--- src/rtl/victim_wb_ctrl.sv ---
// victim_wb_ctrl
// Write-back and flush controller between the victim cache and the memory bus.
// Dirty lines ejected by the victim cache (load side and store side) are queued
// in a write-back FIFO and drained to memory as BUS_STORE. The single memory
// command slot is shared between these write-backs and MSHR fill loads. On halt
// the controller flushes the victim cache, drains the FIFO and raises flush_done.
//
// Optional feature macro: WB_FORWARD_EN
//   defined   : a conflicting MSHR load is served from the youngest matching FIFO
//               entry through mshr_fwd_valid / mshr_fwd_data (no bus command).
//   undefined : a conflicting MSHR load waits until the matching entry drains.
//
// Ports
//   clock, reset        system clock; synchronous active-low reset
//   evict_load_in       victim cache load-side output row {valid,dirty,tag,line_idx,data}
//   evict_store_in      victim cache store-side output row, same layout
//   halt_req            level request for a full flush before halt
//   flush_victim        drives the victim cache flush input
//   flush_done          flush complete, memory coherent
//   wb_full             fewer than 2 free FIFO slots
//   wb_count            FIFO occupancy
//   wb_overflow         sticky; an eviction was dropped
//   mshr_req_valid/addr MSHR load request
//   mshr_req_grant      MSHR load accepted this cycle
//   proc2mem_*          memory command, address, store data
//   mem2proc_response   nonzero = command accepted
module victim_wb_ctrl #(
   parameter int WB_DEPTH     = 8,
   parameter int VC_ENTRIES   = 4,
   parameter int HIGH_WATER   = 6,
   parameter int STARVE_LIMIT = 4,
   parameter int XLEN         = 32
) (
   input  logic              clock,
   input  logic              reset,
   input  logic [XLEN+62:0]  evict_load_in,
   input  logic [XLEN+62:0]  evict_store_in,
   input  logic              halt_req,
   output logic              flush_victim,
   output logic              flush_done,
   output logic              wb_full,
   output logic [$clog2(WB_DEPTH):0] wb_count,
   output logic              wb_overflow,
   input  logic              mshr_req_valid,
   input  logic [XLEN-1:0]   mshr_req_addr,
   output logic              mshr_req_grant,
   output logic [1:0]        proc2mem_command,
   output logic [XLEN-1:0]   proc2mem_addr,
   output logic [63:0]       proc2mem_data,
   input  logic [3:0]        mem2proc_response
`ifdef WB_FORWARD_EN
   ,
   output logic              mshr_fwd_valid,
   output logic [63:0]       mshr_fwd_data
`endif
);

   localparam int PTR_W  = $clog2(WB_DEPTH);
   localparam int CNT_W  = PTR_W + 1;
   localparam int LINE_W = XLEN - 3;
   localparam int SCNT_W = $clog2(STARVE_LIMIT + 1);
   localparam int FCNT_W = $clog2(VC_ENTRIES + 1);
   localparam logic [CNT_W-1:0]  DEPTH_C      = CNT_W'(WB_DEPTH);
   localparam logic [CNT_W-1:0]  HIGH_C       = CNT_W'(HIGH_WATER);
   localparam logic [SCNT_W-1:0] STARVE_C     = SCNT_W'(STARVE_LIMIT);
   localparam logic [FCNT_W-1:0] FLUSH_LAST_C = FCNT_W'(VC_ENTRIES - 1);

   // line = {tag, line_idx}; the byte address of a line is {line, 3'b000}
   typedef struct packed {
      logic              valid;
      logic              dirty;
      logic [LINE_W-1:0] line;
      logic [63:0]       data;
   } vc_row_t;

   typedef struct packed {
      logic [LINE_W-1:0] line;
      logic [63:0]       data;
   } wb_entry_t;

   typedef enum logic [1:0] {BUS_NONE = 2'd0, BUS_LOAD = 2'd1, BUS_STORE = 2'd2} bus_cmd_t;
   typedef enum logic [2:0] {IDLE, FLUSH_VC, WAIT_VC, DRAIN, DONE} state_t;

   vc_row_t            ld_row, st_row;
   wb_entry_t          wb_mem [WB_DEPTH];
   wb_entry_t          head;
   logic [PTR_W-1:0]   rd_ptr, wr_ptr;
   logic [CNT_W-1:0]   count, wb_free, avail;
   logic [SCNT_W-1:0]  starve_cnt;
   logic [FCNT_W-1:0]  flush_cnt;
   state_t             state;
   bus_cmd_t           cmd;
   logic               fifo_empty, accepted, conflict, pop;
   logic               ld_ok, st_ok, drop;
   logic [1:0]         n_push;
`ifdef WB_FORWARD_EN
   logic               fwd_grant;
   logic [63:0]        fwd_hit_data;
`endif

   assign ld_row     = evict_load_in;
   assign st_row     = evict_store_in;
   assign head       = wb_mem[rd_ptr];
   assign fifo_empty = (count == '0);
   assign wb_free    = DEPTH_C - count;
   assign accepted   = (mem2proc_response != 4'd0);

   assign wb_count         = count;
   assign wb_full          = (wb_free < CNT_W'(2));
   assign flush_victim     = (state == FLUSH_VC) && (wb_free >= CNT_W'(2));
   assign proc2mem_command = cmd;

   // Conflict search walks oldest to youngest, so the last hit is the youngest.
   // NOTE: every signal written in an always_comb gets a default first, so no path leaves it unassigned and no latch is inferred.
   always_comb begin
      conflict = 1'b0;
`ifdef WB_FORWARD_EN
      fwd_hit_data = '0;
`endif
      for (int i = 0; i < WB_DEPTH; i++) begin
         if ((CNT_W'(i) < count) &&
             (wb_mem[rd_ptr + PTR_W'(i)].line == mshr_req_addr[XLEN-1:3])) begin
            conflict = 1'b1;
`ifdef WB_FORWARD_EN
            fwd_hit_data = wb_mem[rd_ptr + PTR_W'(i)].data;
`endif
         end
      end
   end

   // Command selection; purely a function of registered state and request inputs,
   // so a rejected command reappears unchanged while the inputs hold.
   always_comb begin
      cmd            = BUS_NONE;
      proc2mem_addr  = '0;
      proc2mem_data  = '0;
      mshr_req_grant = 1'b0;
      pop            = 1'b0;
`ifdef WB_FORWARD_EN
      fwd_grant      = 1'b0;
`endif
      unique case (state)
         IDLE: begin
`ifdef WB_FORWARD_EN
            if (!fifo_empty && ((count >= HIGH_C) || (starve_cnt == STARVE_C) || !mshr_req_valid)) begin
`else
            if (!fifo_empty && ((count >= HIGH_C) || (starve_cnt == STARVE_C) || !mshr_req_valid || conflict)) begin
`endif
               cmd           = BUS_STORE;
               proc2mem_addr = {head.line, 3'b000};
               proc2mem_data = head.data;
               pop           = accepted;
`ifdef WB_FORWARD_EN
            end else if (mshr_req_valid && conflict) begin
               // served from the FIFO; the bus slot stays free this cycle
               fwd_grant      = 1'b1;
               mshr_req_grant = 1'b1;
`endif
            end else if (mshr_req_valid) begin
               cmd            = BUS_LOAD;
               proc2mem_addr  = mshr_req_addr;
               mshr_req_grant = accepted;
            end
         end
         FLUSH_VC, WAIT_VC, DRAIN: begin
            if (!fifo_empty) begin
               cmd           = BUS_STORE;
               proc2mem_addr = {head.line, 3'b000};
               proc2mem_data = head.data;
               pop           = accepted;
            end
         end
         default: ;
      endcase
   end

   // Capture: a same-cycle pop frees its slot for a push; load side goes first.
   always_comb begin
      avail  = wb_free + CNT_W'(pop);
      ld_ok  = ld_row.valid && ld_row.dirty && (avail != '0);
      st_ok  = st_row.valid && st_row.dirty &&
               (ld_ok ? (avail >= CNT_W'(2)) : (avail != '0));
      drop   = (ld_row.valid && ld_row.dirty && !ld_ok) ||
               (st_row.valid && st_row.dirty && !st_ok);
      n_push = {1'b0, ld_ok} + {1'b0, st_ok};
   end

   // NOTE: FIFO storage has no reset; occupancy and pointers alone decide which entries are live.
   always_ff @(posedge clock) begin
      if (ld_ok) wb_mem[wr_ptr] <= '{line: ld_row.line, data: ld_row.data};
      if (st_ok) wb_mem[ld_ok ? wr_ptr + PTR_W'(1) : wr_ptr] <= '{line: st_row.line, data: st_row.data};
   end

   // NOTE: sequential state uses non-blocking assignments so every register samples pre-edge values.
   always_ff @(posedge clock) begin
      if (!reset) begin
         rd_ptr      <= '0;
         wr_ptr      <= '0;
         count       <= '0;
         starve_cnt  <= '0;
         flush_cnt   <= '0;
         state       <= IDLE;
         wb_overflow <= 1'b0;
         flush_done  <= 1'b0;
`ifdef WB_FORWARD_EN
         mshr_fwd_valid <= 1'b0;
         mshr_fwd_data  <= '0;
`endif
      end else begin
         wr_ptr <= wr_ptr + PTR_W'(n_push);
         rd_ptr <= rd_ptr + PTR_W'(pop);
         count  <= count + CNT_W'(n_push) - CNT_W'(pop);
         if (drop) wb_overflow <= 1'b1;

         if (fifo_empty || pop)
            starve_cnt <= '0;
         else if (mshr_req_grant && (starve_cnt != STARVE_C))
            starve_cnt <= starve_cnt + SCNT_W'(1);

`ifdef WB_FORWARD_EN
         mshr_fwd_valid <= fwd_grant;
         mshr_fwd_data  <= fwd_hit_data;
`endif

         unique case (state)
            IDLE: begin
               flush_cnt <= '0;
               if (halt_req) state <= FLUSH_VC;
            end
            FLUSH_VC: begin
               if (flush_victim) begin
                  flush_cnt <= flush_cnt + FCNT_W'(1);
                  if (flush_cnt == FLUSH_LAST_C) state <= WAIT_VC;
               end
            end
            // the last flushed line appears on the registered victim cache output now
            WAIT_VC: state <= DRAIN;
            DRAIN: begin
               if (fifo_empty && (n_push == 2'd0)) begin
                  state      <= DONE;
                  flush_done <= 1'b1;
               end
            end
            default: ;
         endcase
      end
   end

endmodule

--- config.mk ---
export PLATFORM = sky130hd
export DESIGN_NAME = victim_wb_ctrl
export DESIGN_NICKNAME = d
export VERILOG_FILES = /design/src/rtl/victim_wb_ctrl.sv
export SDC_FILE = /design/constraint.sdc
export NUM_CORES = 1
export LEC_CHECK = 0
export ABC_CLOCK_PERIOD_IN_PS = 17500
export BUFFER_PORTS_ARGS = -buffer_cell sky130_fd_sc_hd__buf_2
export CAP_MARGIN = 20
export CORE_AREA = 2 2 284 286
export DETAILED_ROUTE_END_ITERATION = 7
export DIE_AREA = 0 0 286 288
export PLACE_DENSITY = 0.87
export SYNTH_ARGS = -nofsm -noshare
export SYNTH_HDL_FRONTEND = slang
export SYNTH_SLANG_ARGS = --single-unit
--- constraint.sdc ---
create_clock -name clock -period 17.5 [get_ports clock]
set_input_delay 0.875 -clock clock [delete_from_list [all_inputs] [get_ports clock]]
set_output_delay 0.875 -clock clock [all_outputs]
set_load 0.005 [all_outputs]
==> Yosys cells after proc, flatten, opt, wreduce, memory -nomap -nowiden <==
Memories as Yosys holds them, arrays and structs flattened. A register that Yosys moved wholly into a read port is not among the register bits.
Index checks and enable logic that the tools add are counted.
{ "totals": {"regBits": 21, "mem_bits_rw": 744, "inputBits": 230, "output_inout_bits": 107, "elab_cells": 135, "mem_count": 1} }
{ "classes": {"add_sub_neg": 17, "magnitude_cmp": 12, "n_eq_ne": 18, "n_mux": 39, "bitwise_logic": 1, "reduce_logical": 39} }
{ "mem_list": {"columns": ["memory", "words", "word_bits", "rd", "rd_ports_with_merged_regs", "write_ports", "line_no", "text"], "rows": [
  ["wb_mem", 8, 93, 8, 1, 2, "85", "wb_entry_t wb_mem [WB_DEPTH];"]
]} }
{ "ops": {"columns": ["op", "n"], "rows": [
  ["== test 29 bit", 8],
  ["two-way mux 64 bit", 2],
  ["case mux 64 bit (2 select lines)", 1],
  ["two-way mux 32 bit", 3],
  ["case mux 32 bit (2 select lines)", 1],
  ["two-way mux 3 bit", 7],
  ["two-way mux 1 bit", 19],
  ["logical AND 1 bit", 18],
  ["< comparator 3 x 4 -> 1 bit (first input constant)", 4],
  ["adder 3 x 1 -> 3 bit (second input constant)", 4],
  ["adder 3 bit (second input constant)", 4],
  ["case mux 3 bit (4 select lines)", 1],
  ["nonzero test 4 bit", 3],
  ["== test 3 x 2 -> 1 bit (second input constant)", 3],
  [">= comparator 4 x 2 -> 1 bit (second input constant)", 2],
  ["< comparator 1 x 4 -> 1 bit (first input constant)", 2],
  ["< comparator 2 x 4 -> 1 bit (first input constant)", 2],
  ["adder 3 x 2 -> 3 bit (second input constant)", 2],
  ["inequality test 2 bit (second input constant)", 3],
  ["case mux 3 bit (2 select lines)", 1],
  ["logical OR 1 bit", 5],
  ["AND reduction 5 bit", 1],
  ["adder 4 x 1 -> 4 bit", 1],
  ["adder 4 x 2 -> 4 bit", 1],
  ["23 further kinds", 28]
]} }

==> Logic depth before layout (Yosys ltp) <==
Gate-level depths: netlist (run 1).
An unclocked memory read counts as a cell.
{ "logic_depth": {"ltp_word": 25, "ltp_mapped": 41, "mapped_depth_nobuf": 28} }

==> Least setup slack after synthesis (run 1) <==
Ideal clock, no wire load.
{ "synth_timing": {"path_kind": "register to register", "startpoint": "register rd_ptr[1]", "endpoint": "memory wb_mem[0][0] (netlist bit) (enable)", "setup_time_ns": 0.686, "arrival_time_ns": 13.753, "t_required_ns": 16.814, "setup_slack_ns": 3.061, "stages_incl_launch_ff": 33, "path_buffers": 12, "path_cell_list": "dfxtp_1 buf_2 buf_2 buf_1 clkbuf_1 clkbuf_1 inv_1 clkbuf_1 ha_1 clkbuf_1 clkbuf_1 buf_1 mux4_2 xor2_1 o41ai_1 o311ai_0 or4_1 o311ai_1 nor4_1 or3_1 buf_2 buf_6 buf_12 nor2_2 ha_1 nand2_1 xnor3_1 o22a_1 nor2_1 a21o_1 inv_1 nand2_1 o32ai_1"} }
{ "synth_lines": {"columns": ["element", "line_no", "text"], "rows": [
  ["start, declared", "87", "logic [PTR_W-1:0] rd_ptr, wr_ptr;"],
  ["start signal, assigned", "211", "rd_ptr <= rd_ptr + PTR_W'(pop);"],
  ["end, declared", "85", null]
]} }

==> impl_metrics.json, run 1 <==
{
  "path_max_fanout": 50,
  "nNetsFinal": 3486,
  "synth-simple-area-share_pct": 3.467,
  "vias_per_cell": 7.033,
  "synth.cell_area_sq_um": 47170,
  "crit_family": "simple AND/OR/NAND/NOR gates",
  "drcViolationCount": 0,
  "place_congestion": 1.076,
  "max_stage_delay_ns": 0.98,
  "grt_pass1_wl_mm": 207.5,
  "fin_crit_ns": 11.47,
  "wl_per_cell_um": 32.42,
  "io_pins": 337,
  "numCtsBuffers": 82,
  "die-height_um": 288,
  "track_usage_pct": 34.24,
  "pre_cts_ws_ns": 6.163,
  "rows": 104,
  "path_clk_slew_ns": 0.06,
  "p_leak_nw": 16.69,
  "clock-sinks": 765,
  "cts_tree": "done",
  "detail-route-antenna-nets": 0,
  "grt_pass1_vias": 31160,
  "avgSynthCellArea_sq_um": 15.80,
  "peakVddDrop_mv": 0.1202,
  "synth-xor-area-share_pct": 4.557,
  "cts_resized": 0,
  "clk_latency_ns": 0.69,
  "cts_max_path_buffers": 3,
  "maxSlewHeadroom_pct": 24.26,
  "grt_max_degree": 136,
  "rsz0062_at_grt": "false",
  "holdCritPathClass": "reg2reg",
  "path_class": "reg2reg",
  "ys_warn_count": 0,
  "tightest_slew_ns": 1.136,
  "p_clk_share_pct": 22.6,
  "syn2layout_area_growth_pct": 11.01,
  "fillerInstances": 5472,
  "grt_overflow": 0,
  "run_status": "finished clean",
  "io_buffers": 336,
  "maxCapViolCount": 0,
  "synth.distinct_cells": 74,
  "p_comb_share_pct": 44.4,
  "crit_slowest_cell": "nor2_4",
  "reg2reg_setup_slack_ns": 6.03,
  "fin_ws_ns": 6.034,
  "firstDrtPassIters": 5,
  "dp_cells": 4203,
  "ff2ff_path_depth": 25,
  "postSynthCellCount": 2986,
  "synth-compound-area-share_pct": 2.361,
  "power_density_nw_per_um2": 141.4,
  "critPathRequiredTime_ns": 17.86,
  "drv_slew": 0,
  "setup_viol": 0,
  "die_w_um": 286,
  "totalWireLength_mm": 141.7,
  "htreeDepth": 3,
  "clock.fmax_ghz": 0.08722,
  "synth_top_flop_cell": "edfxtp_1",
  "drt_iter0_markers": 3992,
  "hold_depth": 1,
  "internal_power_mw": 4.678,
  "synth_edf_count": 744,
  "cp-start-kind": "flop",
  "async_reset_ff_share_pct": 0,
  "synth_nets": 3242,
  "synthMuxAreaShare_pct": 37.94,
  "end_kind": "flop",
  "timing.hold.ws_ns": 0.4868,
  "dp_hpwl_mm": 89.40,
  "yosys.area_share.adder_pct": 0.7215,
  "cp.depth": 25,
  "ys_seq_area_share_pct": 48.26,
  "worstPathArrival_ns": 11.82,
  "holdBufCountCts": 0,
  "tns_ns": 0,
  "start_util_pct": 59.23,
  "worst-path-buf-inv": 5,
  "period_share_pct": 65.52,
  "core_sq_um": 79640,
  "p_sw_share_pct": 36.79,
  "layout-drive-gt1-share_pct": 50.68,
  "ys_ff_latch": 765,
  "seq_power_share_pct": 33.0,
  "cts-root-buf": "clkbuf_16",
  "switchingPower_mw": 2.723,
  "vias": 30750,
  "antenna_found_initial": 39,
  "synth_top_family_by_area": "multiplexers",
  "dieArea_sq_um": 82370,
  "final-hold-violation-count": 0,
  "finClkSkew_ns": 0.08088,
  "crit_top_cell": "buf_4",
  "fin_cells": 4372,
  "cts_setup_buffers": 0
}
[path summary, 6_finish.rpt]
check | start | end
worst max-delay path | rd_ptr[1] | wb_mem[4][82]
worst min-delay path | flush_done | flush_done
worst max register to register | rd_ptr[1] | wb_mem[4][82]
worst min register to register | flush_done | flush_done
[through the flow]
stage          total power [mW]  util (%)  area (sq um)
2_1_floorplan             4.748         -         47170
3_3_place_gp              5.624     62.40         49690
3_5_place_dp              5.680     62.40         49690
4_1_cts                   7.349     65.59         52240
5_1_grt                   7.657     65.74         52360
6_report                  7.402     65.75         52360
[area by class of cell]
type                    count  area, sq um  area share [%]
diodes                     17        42.54         0.08125
clock buffers             103         2141           4.089
clock inverters            46        401.6          0.7671
inverters                  35        131.4          0.2509
multi-input cells        1955        23360           44.62
flip-flops and latches    765        22770           43.49
well taps                1060         1326           2.533
repair buffers            391         2180           4.163
[placed cells by master (no fill, tap or decap), types with 15 or more instances in the layout]
cell	instances
mux2_2	744
edfxtp_1	744
mux4_2	355
buf_2	336
xnor2_1	186
mux2i_1	152
clkbuf_16	82
nand2_1	57
xor2_1	54
buf_4	50
nor2_1	45
nand4_1	36
inv_1	30
nor2_4	28
clkinv_1	27
nand3_1	26
a2bb2o_1	26
a21oi_1	24
ha_1	23
nor2_2	20
clkbuf_1	20
and2_1	18
nor4_1	18
dfxtp_1	18
diode_2	17
nor3_1	15
[cell families after synthesis]
group / Yosys count
muxes: 1251
DFF: 765
and+or+nand+nor: 294
buffers and inverters: 266
xor gates and xnor gates: 243
AOI/OAI and AO/OA: 141
adders and majority gates: 26
[power by group through the flow]
stage                     Clock (mW)  Combinational (mW)  Sequential, mW
after floorplan                    0                2.31            2.44
after global placement             0                3.17            2.45
after detailed placement           0                3.21            2.47
after CTS                       1.68                3.23            2.44
after global routing            1.75                3.45            2.46
final                           1.67                3.29            2.44
[cell usage after synthesis, types with 4 or more instances]
library cell / instances / area share (%)
buf_1: 58 / 0.46
nand3_1: 26 / 0.28
a22oi_1: 6 / 0.095
nand4_1: 36 / 0.48
or3_1: 4 / 0.053
a2111oi_0: 4 / 0.074
o22a_1: 6 / 0.11
a21oi_2: 4 / 0.074
a31oi_1: 4 / 0.053
a2bb2o_1: 26 / 0.55
mux4_2: 355 / 17
nor2_1: 53 / 0.42
mux2_2: 744 / 18
a21oi_1: 24 / 0.25
nor3b_1: 4 / 0.064
o2111ai_1: 5 / 0.093
clkinv_1: 4 / 0.032
buf_6: 13 / 0.31
dfxtp_1: 21 / 0.89
nor2b_1: 9 / 0.12
mux2i_1: 152 / 3.2
xnor2_1: 186 / 3.5
xor2_1: 55 / 1.0
inv_1: 30 / 0.24
o21ai_0: 10 / 0.11
nor2_2: 20 / 0.27
buf_4: 14 / 0.22
nand2_1: 57 / 0.45
nand2b_1: 4 / 0.053
o22ai_1: 9 / 0.12
edfxtp_1: 744 / 47
buf_2: 54 / 0.57
clkbuf_1: 88 / 0.70
nor3_1: 15 / 0.16
nor2_4: 20 / 0.48
nor4_1: 19 / 0.25
a21o_1: 4 / 0.064
and2_1: 18 / 0.24
ha_1: 24 / 0.64
[worst register-to-register path: cells and delay by family, from the launching register on]
family | cells | cell delay, ns
AO/OA/AOI/OAI | 3 | 0.81
AND/OR/NAND/NOR | 10 | 3.98
XOR/XNOR | 2 | 0.42
buffers and inverters | 5 | 2.76
adder cells (fa/ha/maj) | 3 | 1.33
flip-flops | 1 | 0.74
multiplexers | 2 | 1.12
[state kept, by name (all words and copies together) (netlist names)]
name	count
wb_mem	744
wb_count	4
flush_cnt	3
rd_ptr	3
starve_cnt	3
state	3
wr_ptr	3
flush_done	1
wb_overflow	1
[metal layers]
| layer | vias up | routed length, um | global-route usage, % |
|---|---|---|---|
| li1 | 12570 | - | - |
| met2 | 1984 | 69000 | 55.29 |
| met4 | 38 | 6541 | 16.26 |
| met1 | 15770 | 51010 | 43.32 |
| met3 | 388 | 14880 | 8.978 |
| met5 | - | 320 | 0.8140 |
(Power assumes the default switching activity.)
==> run 2, diff against run 1 <==
ABC_CLOCK_PERIOD_IN_PS = 10500   (was 17500)
CORE_AREA = 2 2 294 296   (was 2 2 284 286)
DIE_AREA = 0 0 296 298   (was 0 0 286 288)
PLACE_DENSITY = 0.85   (was 0.87)
clock period = 10.5 ns   (was 17.5 ns; I/O delays follow)
==> run 2 against run 1 <==
Clock skew decreased by 0.049 ns. Count of clock-buffer cells in the layout increased by 3. Sequential power is 65% higher. Core utilization shrank 3.4 points. Flip-flop and latch count unchanged. Critical path depth unchanged. Via count is 1.6% lower. Worst hold slack lost 0.22 ns. Combinational power grew 68%. Maximum frequency increased by 32%. Sequential share of layout area fell by 0.47 points. Critical path type unchanged. Critical endpoint is now wb_mem[0][52]. Highest routed layer unchanged.
==> impl_metrics.json, run 2 (same netlist as run 1, synthesis figures left out) <==
{
  "run_status": "finished clean",
  "die-height_um": 298,
  "p_leak_nw": 16.86,
  "cts_setup_buffers": 0,
  "worstPathArrival_ns": 9.06,
  "critPathRequiredTime_ns": 10.89,
  "numCtsBuffers": 85,
  "fillerInstances": 6169,
  "fin_crit_ns": 8.669,
  "totalWireLength_mm": 137.7,
  "syn2layout_area_growth_pct": 12.21,
  "io_pins": 337,
  "fin_ws_ns": 1.831,
  "detail-route-antenna-nets": 0,
  "core_sq_um": 84880,
  "drt_iter0_markers": 3633,
  "rsz0062_at_grt": "false",
  "grt_pass1_wl_mm": 203.1,
  "dp_hpwl_mm": 86.98,
  "path_max_fanout": 41,
  "drv_slew": 0,
  "peakVddDrop_mv": 0.1800,
  "holdBufCountCts": 0,
  "cts-root-buf": "clkbuf_16",
  "start_util_pct": 55.57,
  "drcViolationCount": 0,
  "maxSlewHeadroom_pct": 19.02,
  "track_usage_pct": 31.17,
  "layout-drive-gt1-share_pct": 50.98,
  "grt_overflow": 0,
  "cts_tree": "done",
  "setup_viol": 0,
  "finClkSkew_ns": 0.03152,
  "cp-start-kind": "flop",
  "largest_register_ffs": 744,
  "regMostFlops": "wb_mem",
  "path_class": "reg2reg",
  "pre_cts_ws_ns": 1.902,
  "place_congestion": 1.019,
  "clock-sinks": 765,
  "maxCapViolCount": 0,
  "die_w_um": 296,
  "wl_per_cell_um": 30.85,
  "antenna_found_initial": 39,
  "grt_pass1_vias": 30770,
  "firstDrtPassIters": 5,
  "timing.hold.ws_ns": 0.2658,
  "vias_per_cell": 6.781,
  "vias": 30260,
  "final-hold-violation-count": 0,
  "clk_latency_ns": 0.66,
  "cts_resized": 0,
  "io_buffers": 336,
  "holdCritPathClass": "in2reg",
  "grt_max_degree": 121,
  "nNetsFinal": 3495,
  "period_share_pct": 82.56,
  "tightest_slew_ns": 1.205,
  "cts_max_path_buffers": 3,
  "clock.fmax_ghz": 0.1154,
  "final_cell_mix": "744 x mux2_2, 744 x edfxtp_1, 355 x mux4_2",
  "htreeDepth": 3,
  "rows": 107,
  "path_clk_slew_ns": 0.06,
  "end_kind": "flop",
  "dieArea_sq_um": 88210,
  "power_density_nw_per_um2": 236.8
}
## run 2: cell count changes in the layout (fill, tap and decap cells not counted), moves of 3 or more
cell,before,now
buf_4,50,35
clkbuf_16,82,86
buf_12,2,26
clkinv_16,5,2
bufinv_16,2,7
clkinv_1,27,21
clkinv_4,0,4
buf_16,3,0
## run 2: where the power goes
| part | switching, mW | internal, mW |
|---|---|---|
| clock | 1.28 | 1.69 |
| sequential | 0.206 | 3.82 |
| combinational | 3.04 | 2.50 |
| total | 4.52 | 8.01 |
## run 2: metrics by stage
step | instance area [sq um] | utilization, % | power (mW) | cells | TNS [ns]
after floorplan | 47190 | - | 7.887 | 2986 | -867.46
after global placement | 50160 | 59.09 | 9.443 | 4296 | 0
after detailed placement | 50160 | 59.09 | 9.523 | 4296 | 0
after CTS | 52890 | 62.31 | 12.50 | 4447 | 0
after global routing | 52920 | 62.35 | 12.98 | 4460 | 0
final | 52930 | 62.36 | 12.53 | 4463 | 0
## run 2: routing by layer
layer / vias to the layer above / share of wire (%) / global-route usage (%)
met5: - / 0.16 / 0
met1: 15400 / 36 / 39.98
met4: 38 / 4.4 / 13.58
met3: 390 / 11 / 8.743
li1: 12610 / - / -
met2: 1834 / 48 / 49.68
## run 2: layout make-up
type	count	area [sq um]	area share, %
clock buffer	106	2227	4.208
antenna	16	40.04	0.07565
tap	1144	1431	2.704
inverter	35	131.4	0.2482
timing repair buffer	397	2465	4.657
clock inverter	45	503.0	0.9503
sequential	765	22770	43.03
multi-input combinational	1955	23360	44.13
## run 2: worst max-delay path, stage by stage, from the launching register on
cell	delay, ns
dfxtp_4	0.73
inv_1	0.28
ha_4	0.72
buf_12	0.29
buf_12	0.21
mux4_2	0.59
mux2i_1	0.19
xnor2_1	0.11
a2111oi_0	0.60
nand4_1	0.17
o311ai_1	0.65
nor4_1	0.14
or3_4	0.37
nor2_2	0.18
ha_1	0.20
nand2_1	0.06
xnor3_1	0.17
o22a_1	0.21
nor2_1	0.16
a21o_1	0.20
inv_1	0.12
xnor2_1	0.18
nand2_1	0.44
nor2_4	0.28
buf_4	0.63
mux2_2	0.42
## run 2: final timing paths
check,from,endpoint,slack [ns],cells past startpoint
max reg2reg,rd_ptr[0],wb_mem[0][52],1.83,25
min,evict_store_in[5],wb_mem[1][5],0.27,2
max,rd_ptr[0],wb_mem[0][52],1.83,25
min reg2reg,flush_done,flush_done,0.48,1
